==> src/rtl/select_rr_arbiter_wn_pkg.sv <==
// Shared types and helpers for the round-robin select arbiter.
package select_arb_pkg;

  typedef enum logic {
    ST_IDLE   = 1'b0,
    ST_LOCKED = 1'b1
  } arb_state_t;

  // Fill bit for the mux output when no requester is enabled.
  localparam logic SEL_DEFAULT_CASE_VAL = 1'b0;

  // First valid requester at or after ptr, wrapping modulo n (n <= 8).
  // Returns a one-hot vector, or zero when nothing is valid.
  function automatic logic [7:0] rr_pick(input logic [7:0] valid,
                                         input logic [2:0] ptr,
                                         input int unsigned n);
    logic [7:0]  r;
    logic        found;
    int unsigned idx;
    r     = '0;
    found = 1'b0;
    for (int unsigned i = 0; i < 8; i++) begin
      idx = 32'(ptr) + i;
      if (idx >= n) idx = idx - n;
      if (i < n && !found && valid[idx[2:0]]) begin
        r[idx[2:0]] = 1'b1;
        found       = 1'b1;
      end
    end
    return r;
  endfunction

endpackage

==> src/rtl/select_rr_arbiter_wn_if.sv <==
// Requester bus and registered output port of the select arbiter.
interface select_rr_arbiter_wn_if #(
  parameter int unsigned dwidth = 32,
  parameter int unsigned nreq   = 4
);
  logic [nreq-1:0]        req_valid;
  logic [nreq-1:0]        req_lock;
  logic [nreq*dwidth-1:0] req_data;
  logic [nreq-1:0]        req_ready;
  logic                   o_valid;
  logic [dwidth-1:0]      o_data;
  logic                   o_ready;
  logic [nreq-1:0]        grant;
  logic                   busy;

  modport master (
    output req_valid, req_lock, req_data, o_ready,
    input  req_ready, o_valid, o_data, grant, busy
  );

  modport slave (
    input  req_valid, req_lock, req_data, o_ready,
    output req_ready, o_valid, o_data, grant, busy
  );
endinterface

==> src/rtl/select_rr_arbiter_wn_onehot.sv <==
// One-hot AND-OR word selector; all-zero enable yields the default fill.
module select_onehot_n_wn import select_arb_pkg::*; #(
  parameter int unsigned dwidth = 32,
  parameter int unsigned nreq   = 4
) (
  input  logic [nreq-1:0]        en,
  input  logic [nreq*dwidth-1:0] din,
  output logic [dwidth-1:0]      dout
);

  // OR together every word masked by its enable bit.
  always_comb begin
    dout = {dwidth{SEL_DEFAULT_CASE_VAL}};
    for (int unsigned k = 0; k < nreq; k++) begin
      dout = dout | (din[k*dwidth +: dwidth] & {dwidth{en[k]}});
    end
  end

endmodule

==> src/rtl/select_rr_arbiter_wn.sv <==
// Round-robin arbiter with locked multi-beat packets feeding one
// registered valid/ready output stage.
module select_rr_arbiter_wn import select_arb_pkg::*; #(
  parameter int unsigned dwidth = 32,
  parameter int unsigned nreq   = 4
) (
  input  logic                   clk,
  input  logic                   reset,
  select_rr_arbiter_wn_if.slave  bus
);

  localparam int unsigned pw = $clog2(nreq);

  arb_state_t        state_q, state_d;
  logic [pw-1:0]     ptr_q, ptr_d;
  logic [nreq-1:0]   grant_q, grant_d;
  logic [nreq-1:0]   sel;
  logic [7:0]        pick_full;
  logic [nreq-1:0]   pick;
  logic              stage_free;
  logic              accept;
  logic              last_beat;
  logic [dwidth-1:0] mux_out;
  logic              o_valid_q;
  logic [dwidth-1:0] o_data_q;
  logic              unused_pick;

  assign stage_free  = !o_valid_q || bus.o_ready;
  assign pick_full   = rr_pick(8'(bus.req_valid), 3'(ptr_q), nreq);
  assign pick        = pick_full[nreq-1:0];
  // Bits above nreq are always zero; folded here so they count as consumed.
  assign unused_pick = ^pick_full;

  // Winner selection, lock tracking and pointer advance.
  always_comb begin
    sel     = '0;
    state_d = state_q;
    grant_d = grant_q;
    ptr_d   = ptr_q;
    if (!reset && stage_free) begin
      if (state_q == ST_LOCKED) sel = grant_q & bus.req_valid;
      else                      sel = pick;
    end
    accept    = |sel;
    last_beat = ~|(sel & bus.req_lock);
    if (accept) begin
      if (!last_beat) begin
        state_d = ST_LOCKED;
        grant_d = sel;
      end else begin
        // sel equals the owner in LOCKED, so one path covers both states.
        state_d = ST_IDLE;
        grant_d = '0;
        for (int unsigned i = 0; i < nreq; i++) begin
          if (sel[i]) ptr_d = (i == nreq - 1) ? '0 : pw'(i + 1);
        end
      end
    end
  end

  // Arbiter state, owner and priority pointer.
  always_ff @(posedge clk or posedge reset) begin
    if (reset) begin
      state_q <= ST_IDLE;
      ptr_q   <= '0;
      grant_q <= '0;
    end else begin
      state_q <= state_d;
      ptr_q   <= ptr_d;
      grant_q <= grant_d;
    end
  end

  select_onehot_n_wn #(
    .dwidth(dwidth),
    .nreq  (nreq)
  ) u_mux (
    .en  (sel),
    .din (bus.req_data),
    .dout(mux_out)
  );

  // Output stage: reload whenever free; a free stage with no winner clears.
  always_ff @(posedge clk or posedge reset) begin
    if (reset) begin
      o_valid_q <= 1'b0;
      o_data_q  <= '0;
    end else if (stage_free) begin
      o_valid_q <= accept;
      o_data_q  <= mux_out;
    end
  end

  assign bus.req_ready = sel;
  assign bus.o_valid   = o_valid_q;
  assign bus.o_data    = o_data_q;
  assign bus.grant     = grant_q;
  assign bus.busy      = (state_q == ST_LOCKED);

endmodule

==> src/flat_wrapper.sv <==
// flat-port wrapper written by rule: the top's interface ports become plain ports
module select_rr_arbiter_wn_flat import select_arb_pkg::*;
#(
  parameter int unsigned dwidth = 32,
  parameter int unsigned nreq   = 4
)
  (clk, reset, bus_req_valid, bus_req_lock, bus_req_data, bus_o_ready, bus_req_ready, bus_o_valid, bus_o_data, bus_grant, bus_busy);
  select_rr_arbiter_wn_if #(.dwidth(dwidth), .nreq(nreq)) bus_i ();
  input  logic clk;
  input  logic reset;
  input wire logic [$bits(bus_i.req_valid)-1:0] bus_req_valid;
  input wire logic [$bits(bus_i.req_lock)-1:0] bus_req_lock;
  input wire logic [$bits(bus_i.req_data)-1:0] bus_req_data;
  input wire logic [$bits(bus_i.o_ready)-1:0] bus_o_ready;
  output wire logic [$bits(bus_i.req_ready)-1:0] bus_req_ready;
  output wire logic [$bits(bus_i.o_valid)-1:0] bus_o_valid;
  output wire logic [$bits(bus_i.o_data)-1:0] bus_o_data;
  output wire logic [$bits(bus_i.grant)-1:0] bus_grant;
  output wire logic [$bits(bus_i.busy)-1:0] bus_busy;
  assign bus_i.req_valid = bus_req_valid;
  assign bus_i.req_lock = bus_req_lock;
  assign bus_i.req_data = bus_req_data;
  assign bus_i.o_ready = bus_o_ready;
  assign bus_req_ready = bus_i.req_ready;
  assign bus_o_valid = bus_i.o_valid;
  assign bus_o_data = bus_i.o_data;
  assign bus_grant = bus_i.grant;
  assign bus_busy = bus_i.busy;
  select_rr_arbiter_wn #(.dwidth(dwidth), .nreq(nreq)) u_core (.clk(clk), .reset(reset), .bus(bus_i));
endmodule
==> config.mk <==
export PLATFORM = sky130hd
export DESIGN_NAME = select_rr_arbiter_wn_flat
export DESIGN_NICKNAME = d
export VERILOG_FILES = /design/src/rtl/select_rr_arbiter_wn_pkg.sv /design/src/rtl/select_rr_arbiter_wn_if.sv /design/src/rtl/select_rr_arbiter_wn_onehot.sv /design/src/rtl/select_rr_arbiter_wn.sv /design/src/flat_wrapper.sv
export SDC_FILE = /design/constraint.sdc
export NUM_CORES = 1
export LEC_CHECK = 0
export CORE_ASPECT_RATIO = 0.8
export CORE_MARGIN = 5
export CORE_UTILIZATION = 33
export CTS_CLUSTER_DIAMETER = 100
export CTS_CLUSTER_SIZE = 8
export DETAILED_ROUTE_END_ITERATION = 10
export PLACE_DENSITY = 0.85
export SLEW_MARGIN = 5
export SYNTH_ARGS = -nofsm -noshare
export SYNTH_HDL_FRONTEND = slang
export SYNTH_SLANG_ARGS = --single-unit
==> constraint.sdc <==
create_clock -name clk -period 3.7 [get_ports clk]
set_clock_uncertainty 0.1 [all_clocks]
set_input_delay 0.74 -clock clk [delete_from_list [all_inputs] [get_ports clk]]
set_output_delay 0.74 -clock clk [all_outputs]
set_load 0.01 [all_outputs]
==> metrics.yaml <==
status:
  status: "finished clean"
yosys:
  synth_ff_type: "dfrtp_1"
  netlist_instances: 299
  synth-seq-area-share_pct: 36.1
  syn_area_um2: 2780
  yosys.cell_types.count: 47
  ys_ff_latch: 40
  yosys_warnings: 0
  synth_area_per_cell_um2: 9.28
  synth-edff-count: 0
  synthArstFlopShare_pct: 100
  synthesis.nets: 446
pwr:
  ir_drop_mv: 0.260
  clock_power_share_pct: 8.6
  switching_share_pct: 42.7
  share_seq_of_total_power_pct: 23.8
  comb_power_share_pct: 67.5
  internal_power_mw: 1.93
  powerDensity_nw_per_um2: 692
  power_switching_mw: 1.44
  p_leak_nw: 1.93
critical_path:
  cp_top_family: "compound AO/OA/AOI/OAI gates"
  critPathArrivalTime_ns: 2.71
  critPathLaunchType: "flip-flop"
  crit_path_cell_trace: "buf_4, ha_1, nand2b_1, nand3_2, a41o_2, o311a_2, dlygate4sd2_1"
  rrSetupSlack_ns: 0.37
  worst-setup-path-type: "flip-flop to output pin"
  cp.required_ns: 2.86
  crit_fanout: 13
  cp_slowest_cell: "ha_1"
  critPathBufInv: 2
  cp-end-kind: "output pin"
  max_stage_delay_ns: 0.38
detailed_routing:
  viasPerCell: 5.62
  finalWirelength_um: 11200
  vias: 3310
  first_pass_iters: 5
  drcViolationCount: 0
  wl_per_cell_um: 19.0
  drt_iter0_markers: 281
  antenna_left: 0
layout:
  regArea_um2: 1000
  areaGrowthSynthToFinish_pct: 75.2
  multi_input_area_um2: 1660
  final_nets: 627
  final_cell_mix: "clkdlybuf4s50_1, a22oi_1, dfrtp_1"
  fin_util_pct: 60.4
  final_common_cell: "clkdlybuf4s50_1"
  final_layout_size_suffix_gt1_share_pct: 10.2
  diodes: 0
  fillers: 704
cts:
  cts_tree: "done"
  cts_sinks: 40
  root_buffer: "clkbuf_8"
  numCtsBuffers: 5
  cts_max_level: 2
  clkLatencyLatePin_ns: 0.28
  cts_hold_buf: 0
  cts_buffer_depth: 2
  path_clk_slew_ns: 0.08
floorplan:
  die-area_um2: 10400
  placeableCoreArea_um2: 8060
  die_h_um: 92.0
  std_cell_rows: 29
  io_pins: 181
  die_w_um: 113
  initial_utilization_pct: 34.5
timing:
  post-route-min-period_ns: 3.55
  max_slew_margin_pct: 42.4
  tightestPinTransition_ns: 0.863
  drv_slew: 0
  rsz0062_at_grt: "false"
  hold_viol: 0
  setup-tns-final_ns: 0
  setup_violations: 0
  min_period_over_period_pct: 95.9
  max_freq_ghz: 0.282
global_route:
  grt_overflow: 0
  antenna_found_initial: 0
  grt_pass1_wl_um: 17500
  grtUsageTotal_pct: 20.9
  grt_pass1_vias: 3250
  grt_max_degree: 44
placement:
  place_congestion: 0.924
  hpwlAfterDp_um: 8710
  portBuffers: 180
job:
  cap_violations: 0
worst_hold_path:
  hold_path.class: "flip-flop to flip-flop"
-- area by class of cell --
class	instances	share of cell area, %
clock inverters	3	0.386
inverters	5	0.386
flip-flops and latches	40	20.6
repair buffers	202	40.3
multi-input cells	226	34.1
well taps	108	2.78
clock buffers	5	1.42
-- metal layers --
layer | GRT usage [%] | part of all wire (%) | vias to the layer above | routed length (um)
li1 | - | - | 1551 | -
met1 | 27.2 | 41 | 1556 | 4580
met2 | 34.3 | 47 | 194 | 5230
met3 | 7.30 | 11 | 9 | 1280
met4 | 3.30 | 0.88 | 0 | 98
met5 | 0 | 0 | - | 0
-- tightest hold or removal path: stages, from the launching register on --
cell,delay [ns]
dfrtp_1,0.38
nor2_1,0.10
a31oi_1,0.04
-- through the flow --
stage | setup WS (ns) | hold WS, ns | power [mW] | std cells | instance area [um^2]
after floorplan | 0.0968 | 0.451 | 2.04 | 299 | 2780
after global placement | -0.228 | 0.430 | 3.03 | 581 | 4760
after detailed placement | -0.251 | 0.443 | 3.06 | 581 | 4760
after CTS | 0.0911 | 0.455 | 3.37 | 589 | 4850
after global routing | 0.0314 | 0.480 | 3.62 | 589 | 4860
final | 0.152 | 0.452 | 3.36 | 589 | 4860
-- logic make-up (layout without fill, tap and decap cells) --
group | after synthesis | in the layout | share of synthesized area, %
adders and majority gates | 8 | 8 | 3.61
and+or+nand+nor | 78 | 78 | 14.3
buffers and inverters | 33 | 215 | 5.73
DFF | 40 | 40 | 36.1
AOI/OAI and AO/OA | 130 | 130 | 34.8
muxes | 10 | 10 | 5.55
-- worst paths after layout --
check / start / end / depth (start not counted)
worst min-delay path: u_core.bus.o_data[31] / u_core.bus.o_data[31] / 2
worst max-delay path: u_core.ptr_q[0] / bus_req_ready[3] / 7
worst max register to register: u_core.ptr_q[0] / u_core.bus.busy / 10
max in group asynchronous: reset / u_core.bus.o_data[17] / 2
worst min register to register: u_core.bus.o_data[31] / u_core.bus.o_data[31] / 2
min in group asynchronous: reset / u_core.bus.grant[0] / 2
-- power groups by stage --
stage          Clock, mW  Sequential (mW)  Combinational [mW]
3_5_place_dp           0            0.810                2.25
2_1_floorplan          0            0.885                1.16
3_3_place_gp           0            0.804                2.23
5_1_grt            0.319            0.831                2.47
6_report           0.290            0.802                2.27
4_1_cts            0.299            0.803                2.27
-- sequential cells by signal (all words and copies together) (netlist names) --
| register | count |
|---|---|
| u_core.bus.busy | 1 |
| u_core.bus.grant | 4 |
| u_core.bus.o_data | 32 |
| u_core.bus.o_valid | 1 |
| u_core.ptr_q | 2 |
-- synth_stat cells, drive strengths merged (2+ instances only) --
master / n / share of area [%]
a211oi: 2 / 0.54
a21oi: 3 / 0.54
a22o: 4 / 1.3
a22oi: 64 / 17
a31oi: 36 / 8.1
a41o: 2 / 0.81
a41oi: 2 / 0.63
and2: 2 / 0.45
and3: 2 / 0.50
buf: 18 / 3.7
clkbuf: 10 / 1.4
dfrtp: 40 / 36
ha: 8 / 3.6
inv: 5 / 0.68
mux2: 4 / 1.6
mux2i: 3 / 1.1
mux4: 3 / 2.8
nand2: 10 / 1.4
nand2b: 2 / 0.45
nand3: 5 / 0.90
nand4: 4 / 0.90
nand4b: 2 / 0.63
nor2: 36 / 4.9
nor2b: 5 / 1.1
nor4: 3 / 1.2
o2111a: 3 / 1.2
o2111ai: 2 / 0.63
or3: 3 / 0.68
-- timing repair --
item / 4_1_cts / 5_1_grt
setup buffers: 0 / 0
pin swaps: 0 / 1
resized for setup: 11 / 2
endpoints found under the setup margin: 4 / 1
No activity file was read; power rests on OpenSTA's default activity.
